===== config.mk =====
export PLATFORM = sky130hd
export DESIGN_NAME = truth_table_sequencer_flat
export DESIGN_NICKNAME = d
export VERILOG_FILES = /design/src/rtl/truth_table_sequencer_if.sv /design/src/rtl/truth_table_sequencer.sv /design/src/flat_wrapper.sv
export SDC_FILE = /design/constraint.sdc
export NUM_CORES = 1
export LEC_CHECK = 0
export CORE_MARGIN = 8
export CORE_UTILIZATION = 57
export DETAILED_ROUTE_END_ITERATION = 7
export GPL_TIMING_DRIVEN = 0
export PLACE_DENSITY = 0.84
export SLEW_MARGIN = 20
export SYNTH_ARGS = -nofsm -noshare
export SYNTH_HDL_FRONTEND = slang
export SYNTH_SLANG_ARGS = --single-unit

===== constraint.sdc =====
create_clock -name clk -period 3.51 [get_ports clk]
set_input_delay 0.702 -clock clk [delete_from_list [all_inputs] [get_ports clk]]
set_output_delay 0.702 -clock clk [all_outputs]
set_load 0.05 [all_outputs]

===== src/rtl/truth_table_sequencer_if.sv =====
//==============================================================================
// Module   : truth_table_sequencer_if
// Brief    : Vector/response bus between the sequencer and a 4-input circuit.
//            Optional compare ports exist only when SEQ_COMPARE_EN is defined.
// Revision : 1.0 - initial release
//==============================================================================
`default_nettype none

interface truth_table_sequencer_if;
  logic        start;
  logic        y;
  logic        G;
  logic        T;
  logic        U;
  logic        E;
  logic        busy;
  logic        done;
  logic [15:0] table_out;
  logic [4:0]  ones_count;
`ifdef SEQ_COMPARE_EN
  logic        pass;
  logic [3:0]  mismatch_idx;
`endif

  modport master (
    input  start, y,
    output G, T, U, E, busy, done, table_out, ones_count
`ifdef SEQ_COMPARE_EN
    , output pass, mismatch_idx
`endif
  );

  modport slave (
    output start, y,
    input  G, T, U, E, busy, done, table_out, ones_count
`ifdef SEQ_COMPARE_EN
    , input pass, mismatch_idx
`endif
  );
endinterface

`default_nettype wire


===== src/rtl/truth_table_sequencer.sv =====
//==============================================================================
// Module   : truth_table_sequencer
// Brief    : Sweeps {G,T,U,E} through 0..15, holding each vector DWELL cycles,
//            and captures the response y into a 16-bit truth table.
//            Optional macro SEQ_COMPARE_EN adds pass / mismatch_idx vs EXPECTED.
// Revision : 1.0 - initial release
//==============================================================================
`default_nettype none

module truth_table_sequencer #(
  parameter int          DWELL    = 1,
  parameter logic [15:0] EXPECTED = 16'h0000
) (
  input  wire logic               clk,
  input  wire logic               rst_n,
  truth_table_sequencer_if.master bus
);

  typedef enum logic [1:0] {
    S_IDLE = 2'd0,
    S_RUN  = 2'd1,
    S_DONE = 2'd2
  } state_t;

  localparam logic [7:0] c_dwell_last = 8'(DWELL - 1);

  state_t      r_state, w_state;
  logic [3:0]  r_idx, w_idx;
  logic [7:0]  r_dwell, w_dwell;
  logic [3:0]  r_vec, w_vec;
  logic        r_busy, w_busy;
  logic        r_done, w_done;
  logic [15:0] r_table, w_table;
  logic [4:0]  r_ones, w_ones;
`ifdef SEQ_COMPARE_EN
  logic        r_pass, w_pass;
  logic [3:0]  r_mis, w_mis;
  logic [3:0]  w_low;
  logic [15:0] w_diff;
`endif

  always_comb begin
    w_state = r_state;
    w_idx   = r_idx;
    w_dwell = r_dwell;
    w_vec   = r_vec;
    w_busy  = r_busy;
    w_done  = 1'b0;
    w_table = r_table;
    w_ones  = r_ones;
`ifdef SEQ_COMPARE_EN
    w_pass  = r_pass;
    w_mis   = r_mis;
    w_diff  = r_table ^ EXPECTED;
    w_low   = 4'd0;
    // Descending scan so the lowest differing index wins.
    for (int i = 15; i >= 0; i--) begin
      if (w_diff[i]) w_low = 4'(i);
    end
`endif
    case (r_state)
      S_IDLE: begin
        if (bus.start) begin
          w_state = S_RUN;
          w_idx   = 4'd0;
          w_dwell = 8'd0;
          w_vec   = 4'd0;
          w_table = 16'h0000;
          w_ones  = 5'd0;
          w_busy  = 1'b1;
`ifdef SEQ_COMPARE_EN
          w_pass  = 1'b0;
          w_mis   = 4'd0;
`endif
        end
      end
      S_RUN: begin
        if (r_dwell == c_dwell_last) begin
          // y is a function of the vector currently registered on G,T,U,E.
          w_table[r_idx] = bus.y;
          w_ones         = r_ones + 5'(bus.y);
          if (r_idx == 4'hF) begin
            w_state = S_DONE;
            w_busy  = 1'b0;
            w_done  = 1'b1;
            w_vec   = 4'd0;
          end else begin
            w_idx   = r_idx + 4'd1;
            w_dwell = 8'd0;
            w_vec   = r_idx + 4'd1;
          end
        end else begin
          w_dwell = r_dwell + 8'd1;
        end
      end
      S_DONE: begin
        w_state = S_IDLE;
`ifdef SEQ_COMPARE_EN
        w_pass  = (r_table == EXPECTED);
        w_mis   = w_low;
`endif
      end
      default: w_state = S_IDLE;
    endcase
  end

  always_ff @(posedge clk) begin
    if (!rst_n) begin
      r_state <= S_IDLE;
      r_idx   <= 4'd0;
      r_dwell <= 8'd0;
      r_vec   <= 4'd0;
      r_busy  <= 1'b0;
      r_done  <= 1'b0;
      r_table <= 16'h0000;
      r_ones  <= 5'd0;
`ifdef SEQ_COMPARE_EN
      r_pass  <= 1'b0;
      r_mis   <= 4'd0;
`endif
    end else begin
      r_state <= w_state;
      r_idx   <= w_idx;
      r_dwell <= w_dwell;
      r_vec   <= w_vec;
      r_busy  <= w_busy;
      r_done  <= w_done;
      r_table <= w_table;
      r_ones  <= w_ones;
`ifdef SEQ_COMPARE_EN
      r_pass  <= w_pass;
      r_mis   <= w_mis;
`endif
    end
  end

  assign bus.G          = r_vec[3];
  assign bus.T          = r_vec[2];
  assign bus.U          = r_vec[1];
  assign bus.E          = r_vec[0];
  assign bus.busy       = r_busy;
  assign bus.done       = r_done;
  assign bus.table_out  = r_table;
  assign bus.ones_count = r_ones;
`ifdef SEQ_COMPARE_EN
  assign bus.pass         = r_pass;
  assign bus.mismatch_idx = r_mis;
`endif

endmodule

`default_nettype wire


===== src/flat_wrapper.sv =====
// flat-port wrapper written by rule: the top's interface ports become plain ports
module truth_table_sequencer_flat 
#(
  parameter int          DWELL    = 1,
  parameter logic [15:0] EXPECTED = 16'h0000
)
  (clk, rst_n, bus_start, bus_y, bus_G, bus_T, bus_U, bus_E, bus_busy, bus_done, bus_table_out, bus_ones_count);
  truth_table_sequencer_if bus_i ();
  input  wire logic clk;
  input  wire logic rst_n;
  input wire logic [$bits(bus_i.start)-1:0] bus_start;
  input wire logic [$bits(bus_i.y)-1:0] bus_y;
  output wire logic [$bits(bus_i.G)-1:0] bus_G;
  output wire logic [$bits(bus_i.T)-1:0] bus_T;
  output wire logic [$bits(bus_i.U)-1:0] bus_U;
  output wire logic [$bits(bus_i.E)-1:0] bus_E;
  output wire logic [$bits(bus_i.busy)-1:0] bus_busy;
  output wire logic [$bits(bus_i.done)-1:0] bus_done;
  output wire logic [$bits(bus_i.table_out)-1:0] bus_table_out;
  output wire logic [$bits(bus_i.ones_count)-1:0] bus_ones_count;
  assign bus_i.start = bus_start;
  assign bus_i.y = bus_y;
  assign bus_G = bus_i.G;
  assign bus_T = bus_i.T;
  assign bus_U = bus_i.U;
  assign bus_E = bus_i.E;
  assign bus_busy = bus_i.busy;
  assign bus_done = bus_i.done;
  assign bus_table_out = bus_i.table_out;
  assign bus_ones_count = bus_i.ones_count;
  truth_table_sequencer #(.DWELL(DWELL), .EXPECTED(EXPECTED)) u_core (.clk(clk), .rst_n(rst_n), .bus(bus_i));
endmodule

# After elaboration in Yosys (flattened, before gate mapping)
# Cells that the tools add are included.
# W data, S select, Z words.
classes:
  add_sub_neg: 3
  magnitude_cmp: 2
  n_eq_ne: 7
  mux: 29
  n_reduce_logical: 10
ops:
  columns: ["operator", "n"]
  rows:
  - ["$mux W16", 2]
  - ["$pmux W16 S2", 1]
  - ["$mux W8", 3]
  - ["$mux W4", 5]
  - ["$bwmux W16", 1]
  - ["$pmux W4 S2", 2]
  - ["$pmux W8 S2", 1]
  - ["$reduce_and A3 Y1", 4]
  - ["$mux W5", 2]
  - ["$pmux W5 S2", 1]
  - ["$add A8 B1 Y8 const B", 1]
  - ["$logic_not A8 Y1", 1]
  - ["$reduce_and A4 Y1", 2]
  - ["$mux W2", 3]
  - ["$add A5 B1 Y5", 1]
  - ["$lt A4 B5 Y1 const B", 1]
  - ["$mux W1", 5]
  - ["$add A4 B1 Y4 const B", 1]
  - ["$demux W1 S4", 1]
  - ["$eq A4 B4 Y1 const B", 1]
  - ["$ge A4 B1 Y1 const B", 1]
  - ["$ne A2 B1 Y1 const B", 2]
  - ["$ne A2 B2 Y1 const B", 2]
  - ["$pmux W2 S2", 1]
  - ["other kinds (6)", 6]
word_totals:
  ff_bits: 41
  inputBits: 4
  output_inout_bits: 27
  elab_cells: 59

# Depth between registers and ports, before layout
depth:
  word_depth: 7
  mapped_depth: 7
  mapped_depth_nobuf: 6

# Worst setup path before layout
# No wires, ideal clock.
synth_timing:
  path_type: "input to register"
  startpoint: "input port bus_start"
  endpoint: "register u_core.r_table[10] (netlist: u_core.bus.table_out[10])"
  setup_time_ns: 0.114
  arrival_ns: 1.791
  required_time_ns: 3.396
  slack_ns: 1.605
  path_stages: 6
  path_buffers: 2
  path_cell_list: "or3b_2 -> clkbuf_1 -> clkbuf_1 -> nand3_1 -> a31oi_1 -> a21o_1"
synth_between:
  elab_chain_cells: 2
synth_lines:
  columns: ["item", "line", "rtl"]
  rows:
  - ["start: declaration", "flat_wrapper.sv:11", "input wire logic [$bits(bus_i.start)-1:0] bus_start;"]
  - ["$ne A2 B2 Y1 (no line)", null, null]
  - ["$reduce_and A3 Y1 (no line)", null, null]
  - ["end signal: assignment", "truth_table_sequencer.sv:128", "r_table <= w_table;"]
  - ["end: declaration", "truth_table_sequencer.sv:33", "logic [15:0] r_table, w_table;"]
# No other way between the ends.
# A chain may end at the register's enable or synchronous reset.

# Final worst setup path
layout_timing:
  startpoint: "input port bus_start"
  endpoint: "register u_core.r_table[2] (netlist: u_core.bus.table_out[2])"
# Same word-level chain as after synthesis.

==> flow_summary_export.csv <==
group,metric,value,unit
status,status,"complete, no violations",
power,pwr-share-comb,0.106,
logic_synthesis,synth_common_cells,"41 x dfxtp_1, 23 x nand3_1, 15 x a31oi_1",
logic_synthesis,yosysSeqAreaShare,0.403,
worst_setup_path,crit_buf_inv,3,
logic_synthesis,yosys-top-cells-area,"dfxtp_1 40%, nand3_1 5.6%, ha_1 4.9%",
layout,multi_input_area,0.00113,mm2
power,leakage,1.05,nW
sta,fin_crit,2.33,ns
logic_synthesis,synth_warnings,0,
logic_synthesis,synth_nets,238,
sta,clock_skew,0.00916,ns
cts,htree_levels,2,
grt,grt_pass1_vias,1753,
cts,cts_tree,"yes",
layout,layout-drive-gt1-share,0.0833,
sta,worstMarginPinSlew,0.563,ns
layout,final_net_count,275,
grt,overflow,0,
place,numPortBuffers,30,
flow_run,cap_violations,0,
cts,postCtsSetupRepairBufs,0,
floorplanning,die_h,75.8,um
sta,max_freq,0.430,GHz
routing,avgViaCountPerCell,6.03,
power,vdd_drop_max,0.300,mV
logic_synthesis,yosys.area.top_type,"dfxtp_1",
grt,grt_max_degree,13,
power,power.density,324,mW/mm2
min_path,min_path_type,"reg2reg",
place,hpwl,3560,um
logic_synthesis,synth-edff-count,0,
min_path,worstHoldStart,"u_core.r_vec[0]$_SDFFE_PN0P_",
logic_synthesis,synth-xor-area-share,0.00859,
sta,rsz0062_at_grt,"false",
floorplanning,die_width,75.8,um
logic_synthesis,post-synth-top-count-cell,"dfxtp_1",
worst_setup_path,crit_family,"buffers and inverters",
worst_setup_path,cpMostUsedCell,"clkbuf_1",
power,p_clk_frac,0.295,
logic_synthesis,synth_area,0.00204,mm2
layout,fillers,285,
logic_synthesis,synth_flop_cell,"dfxtp_1",
sta,report.final.slew_viol_count,0,
layout,area_growth,20.1,%
worst_setup_path,end_kind,"flip-flop",
worst_setup_path,crit_type,"in2reg",
routing,first_pass_iters,4,
place,post_dp_cell_area,0.00240,mm2
cts,clk_pin_slew,0.12,ns
cts,hold_buffers,0,
power,intPower,0.000573,W
routing,ant_nets,0,
worst_setup_path,crit_chain,"clkdlybuf4s50_1 -> or3b_2 -> clkbuf_1 -> clkbuf_1 -> nand3_1 -> a31oi_1 -> a21o_1",
floorplanning,io_pins,31,
logic_synthesis,async_flop_share,0,
routing,remaining_drc_errors,0,
worst_setup_path,cp-start-kind,"input port",
floorplanning,start_util,0.601,
logic_synthesis,synthMuxAreaShare,0.0301,
cts,numCtsBuffers,5,
worst_setup_path,cp_max_fo,10,
logic_synthesis,yosys.area_share.simple,0.234,
sta,slew_headroom,0.624,
sta,tns,0,ns
logic_synthesis,synth-seq-cells,41,
cts,cts_num_sinks,41,
logic_synthesis,postSynthAreaPerCell,9.02,um2
power,switching_share,0.276,
floorplanning,dieArea,0.00574,mm2
logic_synthesis,syn_inst,226,
floorplanning,num_rows,21,
routing,drt-total-wl,4880,um
cts,clock-root-buffer,"clkbuf_4",
worst_setup_path,startpoint,"bus_start",
worst_setup_path,cp.arrival,2.60,ns
grt,grt_pass1_wl,8120,um
worst_setup_path,r2r_start,"u_core.r_idx[0]$_SDFFE_PN0P_",
layout,final-seq-area,821,um2
power,switching_power,0.000219,W
grt,grt_antenna_before_repair,0,
worst_setup_path,crit_path_top_delay_cell,"clkdlybuf4s50_1",
cts,cts_buffer_depth,2,
power,finalPower,0.000792,W
routing,initialDrtViolationCount,189,
routing,vias,1868,
layout,n_antenna_cell,0,
power,p_seq_frac,0.600,
worst_setup_path,cp.required,3.78,ns
logic_synthesis,synth_top_family_by_area,"simple AND/OR/NAND/NOR gates",
logic_synthesis,ys_types,50,
floorplanning,core_region_area,0.00339,mm2
logic_synthesis,synth-compound-area-share,0.231,
place,gp_congestion,0.905,
sta,setup_violations,0,
grt,grtUsageTotal,0.184,
logic_synthesis,synth_fa_ha_area_frac,0.0491,
layout,final_area,0.00245,mm2
worst_setup_path,cp_slowest_stage_delay,0.51,ns
cts,clk_latency,0.36,ns
sta,hold_viol,0,
sta,timing.final.crit_share,0.663,
cts,cts_resized,0,
routing,wl_per_cell,15.8,um
logic_synthesis,synth_top_area_frac,0.403,
## per-layer routing
metal | part of all wire | GRT usage | vias up
met5 | 0 | 0 | -
met4 | 0.020 | 0.0874 | 0
met3 | 0.062 | 0.0434 | 11
met2 | 0.46 | 0.279 | 53
met1 | 0.46 | 0.239 | 887
li1 | - | - | 917
## worst paths after layout
| path | endpoint | slack [ns] | cells after the start |
|---|---|---|---|
| max | u_core.bus.table_out[2]$_SDFFE_PN0P_ | 1.18 | 7 |
| min | u_core.r_vec[0]$_SDFFE_PN0P_ | 0.47 | 2 |
| max reg2reg | u_core.r_dwell[0]$_SDFFE_PN0P_ | 1.24 | 7 |
| min reg2reg | u_core.r_vec[0]$_SDFFE_PN0P_ | 0.47 | 2 |
## cell usage in the layout (no fill, tap or decap), types with 2 or more instances in the layout
cell type	count
nand3_1	23
a31oi_1	15
and2_1	5
clkinv_2	2
nor2b_1	5
nor2_1	8
o21ai_0	4
clkbuf_2	3
o22ai_1	3
o211ai_1	6
a21oi_1	4
inv_1	6
a41o_1	3
xnor2_1	2
clkbuf_1	11
nand2b_1	2
dfxtp_1	41
clkbuf_4	5
ha_1	8
nor3_1	5
or3_1	3
o31ai_1	4
nand4_1	5
clkdlybuf4s50_1	30
and3_1	4
a22o_1	3
a21o_1	12
nand2_1	13
mux2i_1	5
## worst register-to-register path: stages, from the launching register on
cell and delay, ns:
dfxtp_1 0.46, ha_1 0.18, buf_2 0.23, and3_1 0.20, clkbuf_1 0.26, a41oi_1 0.24
nor2_1 0.41, mux2_2 0.23
## power groups by stage
stage	Clock [W]	Combinational [W]	Sequential [W]
floorplan	0	0.0000450	0.000496
global placement	0	0.0000811	0.000485
detailed placement	0	0.0000826	0.000485
CTS	0.000238	0.0000831	0.000475
global route	0.000262	0.0000901	0.000476
finish	0.000233	0.0000839	0.000475
## flip-flops by register name (all words and copies together), names as in the netlist
name / count
u_core.r_state: 2
u_core.r_vec: 4
u_core.r_idx: 4
u_core.r_dwell: 8
u_core.bus.table_out: 16
u_core.bus.busy: 1
u_core.bus.ones_count: 5
u_core.bus.done: 1
## stage by stage
step,hold WS [ns],setup WS (ns),util,cells
final,0.468,1.18,0.722,310
after CTS,0.466,1.20,0.722,310
after detailed placement,0.447,0.821,0.707,302
after global placement,0.444,0.876,0.707,302
after global routing,0.492,1.09,0.722,310
after floorplan,0.491,1.61,-,226
## kinds of logic after synthesis
family / after synthesis
flops: 41
mux: 6
fa+ha+maj: 8
xor+xnor: 2
buf+inv: 21
compound gates: 65
simple gates: 83
## cell type report
class                   count  share of cell area
multi-input cells         164               0.460
flip-flops and latches     41               0.335
repair buffers             30               0.123
plain buffers              15              0.0281
well taps                  46              0.0235
clock buffers               6              0.0169
inverters                   6             0.00920
clock inverters             2             0.00409
Power figures use the tool's default switching activity.
